**src/rtl/ccff_load_ctrl_if.sv**
```systemverilog
// Bitstream word handshake between a word source (master) and ccff_load_ctrl (slave).
interface ccff_load_ctrl_if #(
  parameter int unsigned WORD_W = 8
);
  logic [WORD_W-1:0] cfg_data;
  logic              cfg_valid;
  logic              cfg_ready;

  modport master (output cfg_data, output cfg_valid, input cfg_ready);
  modport slave  (input cfg_data, input cfg_valid, output cfg_ready);
endinterface

```
**src/rtl/ccff_load_ctrl.sv**
```systemverilog
// Loads a CHAIN_LEN-bit ccff chain from WORD_W-bit words, MSB first.
// Define CCFF_LOAD_VERIFY_EN to add the verify input and sticky verify_err output.
module ccff_load_ctrl #(
  parameter int unsigned CHAIN_LEN = 10,
  parameter int unsigned WORD_W    = 8
) (
  input  logic            prog_clk,
  input  logic            prog_reset,
  input  logic            start,
  input  logic            abort,
  ccff_load_ctrl_if.slave cfg,
  output logic            ccff_head,
  input  logic            ccff_tail,
  output logic            shift_en,
  output logic            busy,
  output logic            done
`ifdef CCFF_LOAD_VERIFY_EN
  ,
  input  logic            verify,
  output logic            verify_err
`endif
);

  typedef enum logic [1:0] {StIdle, StFetch, StShift, StFin} state_e;

  localparam int unsigned WcntW = $clog2(WORD_W + 1);

  state_e            state_q, state_d;
  logic [15:0]       bit_cnt_q, bit_cnt_d;
  logic [WcntW-1:0]  word_cnt_q, word_cnt_d;
  logic [WORD_W-1:0] sreg_q, sreg_d;
  logic              shift_en_q, shift_en_d;
  logic              head_q, head_d;
  logic              ready;
  logic              bit_last, word_last;

  assign bit_last  = (bit_cnt_q + 16'd1) == 16'(CHAIN_LEN);
  assign word_last = (word_cnt_q + WcntW'(1)) == WcntW'(WORD_W);

  always_comb begin
    state_d    = state_q;
    bit_cnt_d  = bit_cnt_q;
    word_cnt_d = word_cnt_q;
    sreg_d     = sreg_q;
    ready      = 1'b0;
    unique case (state_q)
      StIdle: begin
        if (start) begin
          state_d   = StFetch;
          bit_cnt_d = '0;
        end
      end
      StFetch: begin
        // abort masks ready so a word offered in the same cycle is not consumed
        if (abort) begin
          state_d = StIdle;
        end else begin
          ready = 1'b1;
          if (cfg.cfg_valid) begin
            sreg_d     = cfg.cfg_data;
            word_cnt_d = '0;
            state_d    = StShift;
          end
        end
      end
      StShift: begin
        sreg_d     = sreg_q << 1;
        bit_cnt_d  = bit_cnt_q + 16'd1;
        word_cnt_d = word_cnt_q + WcntW'(1);
        if (abort) begin
          state_d = StIdle;
        end else if (bit_last) begin
          state_d = StFin;
        end else if (word_last) begin
          state_d = StFetch;
        end
      end
      StFin: begin
        state_d = StIdle;
      end
      default: begin
        state_d = StIdle;
      end
    endcase
    // outputs are registered: they follow the state being entered
    shift_en_d = (state_d == StShift);
    head_d     = shift_en_d & sreg_d[WORD_W-1];
  end

  always_ff @(posedge prog_clk or posedge prog_reset) begin
    if (prog_reset) begin
      state_q    <= StIdle;
      bit_cnt_q  <= '0;
      word_cnt_q <= '0;
      sreg_q     <= '0;
      shift_en_q <= 1'b0;
      head_q     <= 1'b0;
    end else begin
      state_q    <= state_d;
      bit_cnt_q  <= bit_cnt_d;
      word_cnt_q <= word_cnt_d;
      sreg_q     <= sreg_d;
      shift_en_q <= shift_en_d;
      head_q     <= head_d;
    end
  end

  assign cfg.cfg_ready = ready;
  assign shift_en      = shift_en_q;
  assign ccff_head     = head_q;
  assign busy          = (state_q != StIdle);
  assign done          = (state_q == StFin);

`ifdef CCFF_LOAD_VERIFY_EN
  logic verify_q;
  logic verify_err_q;

  // tail replays the previous pass, so it must match head cycle for cycle
  always_ff @(posedge prog_clk or posedge prog_reset) begin
    if (prog_reset) begin
      verify_q     <= 1'b0;
      verify_err_q <= 1'b0;
    end else if (state_q == StIdle && start) begin
      verify_q <= verify;
      if (verify) begin
        verify_err_q <= 1'b0;
      end
    end else if (shift_en_q && verify_q && (ccff_tail != head_q)) begin
      verify_err_q <= 1'b1;
    end
  end

  assign verify_err = verify_err_q;
`else
  logic unused_tail;
  assign unused_tail = ccff_tail;
`endif

endmodule

```
**src/flat_wrapper.sv**
```systemverilog
// flat-port wrapper written by rule: the top's interface ports become plain ports
module ccff_load_ctrl_flat 
#(
  parameter int unsigned CHAIN_LEN = 10,
  parameter int unsigned WORD_W    = 8
)
  (prog_clk, prog_reset, start, abort, ccff_head, ccff_tail, shift_en, busy, done, cfg_cfg_data, cfg_cfg_valid, cfg_cfg_ready);
  ccff_load_ctrl_if #(.WORD_W(WORD_W)) cfg_i ();
  input  logic prog_clk;
  input  logic prog_reset;
  input  logic start;
  input  logic abort;
  output logic ccff_head;
  input  logic ccff_tail;
  output logic shift_en;
  output logic busy;
  output logic done;
  input wire logic [$bits(cfg_i.cfg_data)-1:0] cfg_cfg_data;
  input wire logic [$bits(cfg_i.cfg_valid)-1:0] cfg_cfg_valid;
  output wire logic [$bits(cfg_i.cfg_ready)-1:0] cfg_cfg_ready;
  assign cfg_i.cfg_data = cfg_cfg_data;
  assign cfg_i.cfg_valid = cfg_cfg_valid;
  assign cfg_cfg_ready = cfg_i.cfg_ready;
  ccff_load_ctrl #(.CHAIN_LEN(CHAIN_LEN), .WORD_W(WORD_W)) u_core (.prog_clk(prog_clk), .prog_reset(prog_reset), .start(start), .abort(abort), .cfg(cfg_i), .ccff_head(ccff_head), .ccff_tail(ccff_tail), .shift_en(shift_en), .busy(busy), .done(done));
endmodule
```
**config.mk**
```make
export PLATFORM = sky130hd
export DESIGN_NAME = ccff_load_ctrl_flat
export DESIGN_NICKNAME = d
export VERILOG_FILES = /design/src/rtl/ccff_load_ctrl_if.sv /design/src/rtl/ccff_load_ctrl.sv /design/src/flat_wrapper.sv
export SDC_FILE = /design/constraint.sdc
export NUM_CORES = 1
export LEC_CHECK = 0
export ABC_AREA = 1
export BUFFER_PORTS_ARGS = -buffer_cell sky130_fd_sc_hd__buf_4
export CORE_MARGIN = 4
export CORE_UTILIZATION = 35
export DETAILED_ROUTE_END_ITERATION = 10
export SLEW_MARGIN = 20
export SYNTH_ARGS = -nofsm -noshare
export SYNTH_HDL_FRONTEND = slang
export SYNTH_SLANG_ARGS = --single-unit
```
**constraint.sdc**
```tcl
create_clock -name prog_clk -period 2.06 [get_ports prog_clk]
set_input_delay 0.412 -clock prog_clk [delete_from_list [all_inputs] [get_ports prog_clk]]
set_output_delay 0.412 -clock prog_clk [all_outputs]
set_load 0.005 [all_outputs]
```
; ---- Word level (Yosys, flattened, before mapping)
; Cells that the tools add are included.
[op_classes]
addsub = 2
mul = 0
n_div = 0
magnitude_cmp = 0
eq_ne = 9
shift = 0
mux = 17
bitwise = 1
n_reduce_logical = 6
[ops]
columns = operator, n
row1 = one-hot mux 16 bit (2 select lines), 1
row2 = adder 16 x 1 -> 16 bit (second input constant), 1
row3 = equality test 16 x 4 -> 1 bit (second input constant), 1
row4 = two-way mux 16 bit, 1
row5 = two-way mux 8 bit, 2
row6 = one-hot mux 8 bit (2 select lines), 1
row7 = two-way mux 2 bit, 6
row8 = two-way mux 4 bit, 2
row9 = one-hot mux 2 bit (4 select lines), 1
row10 = one-hot mux 4 bit (2 select lines), 1
row11 = equality test 2 bit (second input constant), 3
row12 = inequality test 2 bit (second input constant), 3
row13 = nonzero test 2 bit, 3
row14 = adder 4 x 1 -> 4 bit (second input constant), 1
row15 = equality test 4 bit (second input constant), 1
row16 = AND reduction 3 bit, 1
row17 = equality test 2 x 1 -> 1 bit (second input constant), 1
row18 = zero test 2 bit, 1
row19 = two-way mux 1 bit, 2
row20 = AND reduction 2 bit, 1
row21 = bitwise AND 1 bit, 1
[word_totals]
ff_bits = 32
latchBits = 0
ramBits = 0
rom_bits = 0
inputBits = 14
output_inout_bits = 5
elab_cells = 42
memories = 0

; ---- Logic depth before layout (Yosys ltp)
; Gate-level depths: netlist of run 1.
[logic_depth]
depth_word = 8
mapped_depth = 16
ltp_nobuf = 16

; ---- Worst setup path before layout of run 1
; Ideal clock, no wire load.
[synth_path]
path_type = reg2reg
from = register u_core.state_q[0]
to = register u_core.bit_cnt_q[10]
setup_ns = 0.085
arrival_ns = 1.667
t_required_ns = 1.975
path_slack_ns = 0.308
path_stages_with_launch = 7
synth_period_minus_slack_ns = 1.752
cell_sequence = dfrtp_1 inv_1 ha_1 clkinv_1 a21oi_1 clkinv_1 o22ai_1
[synth_between]
elab_chain_len = 3
elab_cells_between_ends = 6
cone_classes = eq/ne: 2 / mux: 1 / reduce/logical: 3
[synth_rtl]
columns = item, line_no
row1 = from (decl), ccff_load_ctrl.sv:28  ; state_e state_q, state_d;
row2 = from (signal assigned), ccff_load_ctrl.sv:92  ; state_q <= StIdle;
row3 = from (signal assigned), ccff_load_ctrl.sv:99  ; state_q <= state_d;
row4 = equality test 2 bit or zero test 2 bit (tied branches), ccff_load_ctrl.sv:46  ; unique case (state_q)
row5 = nonzero test 2 bit (no source line) or inequality test 2 bit (tied branches), n/a
row6 = AND reduction 2 bit (no source line), n/a
row7 = to (signal assigned), ccff_load_ctrl.sv:100  ; bit_cnt_q <= bit_cnt_d;
row8 = to (decl), ccff_load_ctrl.sv:29  ; logic [15:0] bit_cnt_q, bit_cnt_d;
; Parallel ways exist; a longest one is shown, timed or not.
; A chain may end at the register's enable or synchronous reset.

; ---- Final worst setup path of run 1
[layout_path]
from = register u_core.bit_cnt_q[1]
to = register u_core.head_q (netlist: u_core.ccff_head)
[layout_between]
elab_chain_len = 7
[layout_rtl]
columns = item, line_no
row1 = adder 16 x 1 -> 16 bit, ccff_load_ctrl.sv:37  ; assign bit_last = (bit_cnt_q + 16'd1) == 16'(CHAIN_LEN);
row2 = equality test 16 x 4 -> 1 bit, ccff_load_ctrl.sv:37
row3 = two-way mux 2 bit, ccff_load_ctrl.sv:72  ; end else if (bit_last) begin
row4 = two-way mux 2 bit, ccff_load_ctrl.sv:70  ; if (abort) begin
row5 = one-hot mux 2 bit (4 select lines), ccff_load_ctrl.sv:46
row6 = via u_core.state_d[1], ccff_load_ctrl.sv:28
row7 = equality test 2 bit, ccff_load_ctrl.sv:86  ; shift_en_d = (state_d == StShift);
row8 = bitwise AND 1 bit, ccff_load_ctrl.sv:87  ; head_d = shift_en_d & sreg_d[WORD_W-1];
row9 = via u_core.head_d, ccff_load_ctrl.sv:33  ; logic head_q, head_d;
row10 = to (signal assigned), ccff_load_ctrl.sv:97  ; head_q <= 1'b0;
row11 = to (signal assigned), ccff_load_ctrl.sv:104  ; head_q <= head_d;
row12 = to (decl), ccff_load_ctrl.sv:33
; The timed path passes the listed nets, and every way through them passes these cells.

==> results of run 1 <==
## final cells by class
class / count / area, µm² / share of cell area [%]
clock buffers: 6 / 72.6 / 3.10
clock inverters: 1 / 5.00 / 0.214
inverters: 46 / 173 / 7.38
multi-input cells: 183 / 996 / 42.6
flip-flops and latches: 32 / 803 / 34.3
well taps: 70 / 87.6 / 3.74
repair buffers: 27 / 203 / 8.66
## cells by family (layout without fill, tap and decap cells)
group,after synthesis,in the layout,synth area share [%]
simple gates,127,127,30.2
buf+inv,49,80,9.50
compound gates,46,46,13.4
flops,32,32,41.1
fa+ha+maj,7,7,4.49
xor+xnor,3,3,1.35
## how the worst min path moves through the flow
stage	end	from	depth (start not counted)	slack (ns)
final	u_core.bit_cnt_q[2]	prog_reset	3	0.21
after global routing	u_core.bit_cnt_q[0]	prog_reset	3	0.26
after CTS	u_core.bit_cnt_q[8]	prog_reset	3	0.23
after detailed placement	u_core.sreg_q[6]	u_core.sreg_q[6]	2	0.48
after global placement	u_core.sreg_q[6]	u_core.sreg_q[6]	2	0.48
after floorplan	u_core.sreg_q[6]	u_core.sreg_q[6]	2	0.45
## state kept, by name (all words and copies together) (netlist names)
register	count
u_core.bit_cnt_q	16
u_core.ccff_head	1
u_core.shift_en	1
u_core.sreg_q	8
u_core.state_q	2
u_core.word_cnt_q	4
## power groups by stage
stage	Clock, mW	Sequential (mW)	Combinational [mW]
final	0.475	0.972	1.17
after global routing	0.515	0.997	1.35
after CTS	0.490	0.957	1.11
after detailed placement	0	0.966	1.10
after global placement	0	0.963	1.09
after floorplan	0	0.939	0.784
## layer usage
metal / GRT usage, % / routed length, µm / vias up
met5: 0 / 0 / -
met3: 3.36 / 150 / 7
met4: 4.90 / 63 / 0
met2: 22.6 / 1840 / 31
met1: 18.1 / 2000 / 778
li1: - / - / 907
## repair_timing
item                                    4_1_cts  5_1_grt
setup buffers                                 0        4
endpoints found under the setup margin        0        3
gates resized for setup                       0        8
hold buffers                                  0        0
## critical path, stage by stage (launching register included)
cell	delay [ns]
sky130_fd_sc_hd__dfrtp_2	0.42
sky130_fd_sc_hd__ha_4	0.17
sky130_fd_sc_hd__nand3_4	0.10
sky130_fd_sc_hd__nor2_4	0.20
sky130_fd_sc_hd__nand4_1	0.12
sky130_fd_sc_hd__nand2_1	0.10
sky130_fd_sc_hd__nand2_2	0.07
sky130_fd_sc_hd__nor2_4	0.10
sky130_fd_sc_hd__nand3_2	0.09
sky130_fd_sc_hd__nand2_2	0.07
sky130_fd_sc_hd__nand2_2	0.06
sky130_fd_sc_hd__a21oi_4	0.14
sky130_fd_sc_hd__nand2_2	0.08
sky130_fd_sc_hd__nor2_2	0.07
## stage by stage
step | power [mW] | util, % | hold WS [ns] | instance area (µm²) | setup WS [ns]
after global placement | 2.05 | 41.9 | 0.476 | 2200 | 0.163
after floorplan | 1.72 | - | 0.449 | 1950 | 0.308
after global routing | 2.86 | 44.7 | 0.259 | 2340 | -0.00312
after detailed placement | 2.07 | 41.9 | 0.479 | 2200 | 0.137
after CTS | 2.56 | 43.4 | 0.228 | 2270 | 0.124
final | 2.62 | 44.7 | 0.214 | 2340 | 0.190
## placed cells by master, fill, tap and decap left out, types with 5 or more instances in the layout
master / n
sky130_fd_sc_hd__a21oi_1: 6
sky130_fd_sc_hd__nand3_1: 19
sky130_fd_sc_hd__nand4_1: 5
sky130_fd_sc_hd__o22ai_1: 10
sky130_fd_sc_hd__buf_4: 27
sky130_fd_sc_hd__clkbuf_8: 5
sky130_fd_sc_hd__inv_1: 44
sky130_fd_sc_hd__ha_1: 6
sky130_fd_sc_hd__nand2_2: 9
sky130_fd_sc_hd__nand2_1: 65
sky130_fd_sc_hd__nor2_1: 17
sky130_fd_sc_hd__dfrtp_1: 30
sky130_fd_sc_hd__o21ai_0: 24
==> results.toml, run 1 <==
[global_route]
grt_antenna_before_repair = 0
grt_start_max_net_pins = 33
number_of_global_route_vias_before_repair = 1682
gr-usage-all-layers_pct = 14.0
total_congestion_overflow = 0
grt_pass1_wl_mm = 7.33

[finish]
layout-drive-gt1-share_pct = 19.7
stdcell_count = 365
num-fill-cells = 553
syn2layout_area_growth_pct = 20.0
final_nets = 316
antennaDiodeCount = 0

[worst_setup_path]
rr_endpoint = "u_core.ccff_head"
crit-reg2reg-launch = "u_core.bit_cnt_q[1]"
start_kind = "register"
worst_setup_path_end = "u_core.ccff_head"
end_kind = "register"
r2r_cells = 13
critical_path_peak_fanout = 7
critical_path.startpoint = "u_core.bit_cnt_q[1]"
worst-setup-path-type = "reg -> reg"
worst_ep_required_time_ns = 2.29
r2r_setup_slack_ns = 0.19
worstPathArrival_ns = 2.10

[timing]
layout_worst_path_cycle_share_pct = 90.8
tightest_slew_ns = 0.446
max_freq_mhz = 535
final.min_clock_period_ns = 1.87
report.final.hold_viol_count = 0
slew_violations = 0
relSlewSlack_pct = 70.3
fin_worst_skew_ns = 0.0114
final-setup-viol-count = 0
setup-tns-final_ns = 0

[worst_hold_path]
min-delay-path-class = "in -> async"

[clocking]
cts_max_level = 2
cts_tree = "yes"
root_buffer = "sky130_fd_sc_hd__clkbuf_8"
clock_sink_count = 32
worstSkewPairLatency_ns = 0.29
cts.clk_slew.worst_paths_ns = 0.07
cts_max_path_buffers = 2
cts_made_buffers = 5

[synth]
yosys_warnings = 0
synth_nets = 285
synth_commonest_cells = "sky130_fd_sc_hd__nand2_1, sky130_fd_sc_hd__inv_1, sky130_fd_sc_hd__dfrtp_1, sky130_fd_sc_hd__o21ai_0, sky130_fd_sc_hd__nand3_1"
seq_area_frac_synth_pct = 41.1
synth.ff_latch_count = 32
synthDominantCellAreaShare_pct = 41.1
synth_largest_area_cell = "sky130_fd_sc_hd__dfrtp_1"
synth_enable_flop_cells = 0
synth.area.top_cells = "sky130_fd_sc_hd__dfrtp_1, sky130_fd_sc_hd__nand2_1, sky130_fd_sc_hd__inv_1"
synth_cells = 264
synth_async_sr_flop_share_pct = 100
cell_variety_after_synth = 24
synthesis.area_um2 = 1950
synth.most_common_cell = "sky130_fd_sc_hd__nand2_1"
synthesis.area_per_instance_um2 = 7.38
synth_top_flop_cell = "sky130_fd_sc_hd__dfrtp_1"

[placement]
dp_hpwl_mm = 2.93
place.detailed.instances = 354
io_buffers = 17
gp_routability_congestion = 0.791

[status]
run_status = "finished, final reports clean"

[power_and_ir_drop]
clkPwrFrac_pct = 18.1
power_spent_charging_and_discharging_nets_mw = 1.11
p_seq_share_pct = 37.1
power_density_nw_per_um2 = 1120
power.internal_mw = 1.51
power.static_leakage_nw = 1.10
ir_worst_vdd_v = 0.000531
power_frac_comb_pct = 44.8
power.share.switching_pct = 42.4

[floorplanning]
die_width_um = 82.6
floorplan_row_count = 26
die_area_um2 = 6830
fp.coreArea_um2 = 5240
initial_core_utilization_pct = 37.2
floorplan.io_pins = 19
floorplan.die.height_um = 82.6

[routing]
drt-total-wl_mm = 4.06
antenna_left = 0
drt_drc_violations_left = 0
drt_pre_antenna_iters = 4
routed_wire_length_per_instance_um = 11.1
dr_total_vias = 1723
per_cell_via_count_in_the_routed_design = 4.72
detailedRoute.firstIterationViolations = 86

[job]
timing.max_cap.violations = 0
Power figures use the tool's default switching activity.
==> run 2, diff against run 1 <==
--- a/config.mk
+++ b/config.mk
@@ -10,6 +10,7 @@
 export CORE_MARGIN = 4
 export CORE_UTILIZATION = 35
 export DETAILED_ROUTE_END_ITERATION = 10
+export PLACE_DENSITY = 0.56
 export SLEW_MARGIN = 20
 export SYNTH_ARGS = -nofsm -noshare
 export SYNTH_HDL_FRONTEND = slang
==> results.toml, run 2 (same netlist as run 1, synthesis figures left out) <==
[status]
run_status = "finished, final reports clean"

[power_and_ir_drop]
power.internal_mw = 1.55
power_density_nw_per_um2 = 1130
power_spent_charging_and_discharging_nets_mw = 1.10
power.static_leakage_nw = 1.10
power_frac_comb_pct = 44.2
clkPwrFrac_pct = 19.2
power.share.switching_pct = 41.5
ir_worst_vdd_v = 0.000497
p_seq_share_pct = 36.6

[worst_setup_path]
worst_ep_required_time_ns = 2.24
critical-path-top-delay-family = "simple AND/OR/NAND/NOR gates"
critical_path_peak_fanout = 7
end_kind = "register"
timing.critical_path.buf_inv = 2
critical_path.slowest_cell = "sky130_fd_sc_hd__dfrtp_1"
worstPathArrival_ns = 2.05
crit-reg2reg-launch = "u_core.bit_cnt_q[1]"
cp_cell_sequence = "buf_4, nand2_2, nor2_4, nand2_2, nand2_1, nand2_1, nor2_1, nand2_1, nor2_2, nand3_2, nand2_1, nand2_1, nand2_1, nand2_1, nand2_2, inv_1"
critical_path.startpoint = "u_core.bit_cnt_q[1]"
start_kind = "register"
worst-setup-path-type = "reg -> reg"
critPathMaxStageDelay_ns = 0.41
critical-path-top-cell-by-count = "sky130_fd_sc_hd__nand2_1"

[routing]
drt-total-wl_mm = 4.23
dr_total_vias = 1730
per_cell_via_count_in_the_routed_design = 4.73
drt_drc_violations_left = 0
antenna_left = 0
routed_wire_length_per_instance_um = 11.6
drt_pre_antenna_iters = 4
detailedRoute.firstIterationViolations = 67

[floorplanning]
initial_core_utilization_pct = 37.2
die_width_um = 82.6
floorplan_row_count = 26
floorplan.io_pins = 19
fp.coreArea_um2 = 5240
die_area_um2 = 6830
floorplan.die.height_um = 82.6

[clocking]
cts_max_level = 2
root_buffer = "sky130_fd_sc_hd__clkbuf_8"
cts_max_path_buffers = 2
clock_sink_count = 32
worstSkewPairLatency_ns = 0.28
cts_made_buffers = 5
cts.clk_slew.worst_paths_ns = 0.07
cts.hold.buffers_added = 0
cts_tree = "yes"

[finish]
largest_register_ff_count = 16
layout-drive-gt1-share_pct = 18.6
num-fill-cells = 551
layout.cells.most_common_list = "sky130_fd_sc_hd__nand2_1, sky130_fd_sc_hd__inv_1, sky130_fd_sc_hd__dfrtp_1"
stdcell_count = 366
syn2layout_area_growth_pct = 20.0
final_nets = 316
antennaDiodeCount = 0
reg_top3 = "u_core.bit_cnt_q x16, u_core.sreg_q x8, u_core.word_cnt_q x4"
fin_area_um2 = 2340
registers.top_by_ff_count = "u_core.bit_cnt_q"
layout.cells.most_common = "sky130_fd_sc_hd__nand2_1"
post-route-util_pct = 44.6

[timing]
max_freq_mhz = 536
slew_violations = 0
setup-tns-final_ns = 0
final-setup-viol-count = 0
relSlewSlack_pct = 71.5
final.min_clock_period_ns = 1.86
report.final.hold_viol_count = 0
layout_worst_path_cycle_share_pct = 90.5
post-route-worst-setup-slack_ns = 0.196
tightest_slew_ns = 0.427
grt_setup_unrepaired = "no"
fin_worst_skew_ns = 0.00392

[placement]
dp_hpwl_mm = 3.07
detailed_place.area_um2 = 2210
place_ws_ns = 0.109
io_buffers = 17
gp_routability_congestion = 0.764
place.detailed.instances = 356

[global_route]
globalRouteMet1Util_pct = 18.3
number_of_global_route_vias_before_repair = 1635
met3_usage_pct = 2.93
total_congestion_overflow = 0
met2_usage_pct = 23.6
gr-usage-all-layers_pct = 14.1
grt_start_max_net_pins = 33
grt_antenna_before_repair = 0
grt_pass1_wl_mm = 7.40
layer_carrying_the_most_global_route_usage = "met2"

[worst_hold_path]
min-delay-path-class = "in -> async"

[job]
timing.max_cap.violations = 0
run 2: final timing paths:
path | cells after the start | slack [ns] | end
setup / recovery | 16 | 0.20 | u_core.shift_en
hold / removal | 3 | 0.21 | u_core.sreg_q[1]
setup reg to reg | 16 | 0.20 | u_core.shift_en
hold reg to reg | 2 | 0.51 | u_core.sreg_q[6]
max in group asynchronous | 3 | 1.52 | u_core.bit_cnt_q[2]
min in group prog_clk | 3 | 0.36 | u_core.sreg_q[0]
run 2: per-layer routing:
metal / wire [µm] / part of all wire (%) / vias to the layer above
met5: 0 / 0 / -
met3: 145 / 3.4 / 5
met4: 42 / 0.99 / 0
met2: 1980 / 47 / 25
li1: - / - / 907
met1: 2060 / 49 / 793
run 2: final cells by class:
cell class | instances | area [µm²] | area share, %
inverter | 46 | 173 | 7.38
tap | 70 | 87.6 | 3.75
sequential | 32 | 802 | 34.3
multi-input combinational | 183 | 983 | 42.1
clock buffer | 8 | 90.1 | 3.85
timing repair buffer | 27 | 203 | 8.67
run 2: through the flow:
stage	total power [mW]	hold WS, ns
5_1_grt	2.89	0.255
2_1_floorplan	1.72	0.449
3_5_place_dp	2.11	0.483
3_3_place_gp	2.10	0.483
6_report	2.64	0.214
4_1_cts	2.64	0.234
run 2: power groups by stage:
stage / registers (mW) / clock network (mW) / logic, mW
finish: 0.968 / 0.509 / 1.17
global placement: 0.962 / 0 / 1.14
CTS: 0.954 / 0.536 / 1.15
global route: 0.991 / 0.571 / 1.33
detailed placement: 0.964 / 0 / 1.15
floorplan: 0.939 / 0 / 0.784
run 2: timing repair:
action,CTS,global route
endpoints found under the setup margin,0,3
setup buffers,0,2
resized for setup,0,4
run 2: tightest hold or removal path: cells and delay by family:
family,cells,cell delay (ns)
buf+inv,3,0.51
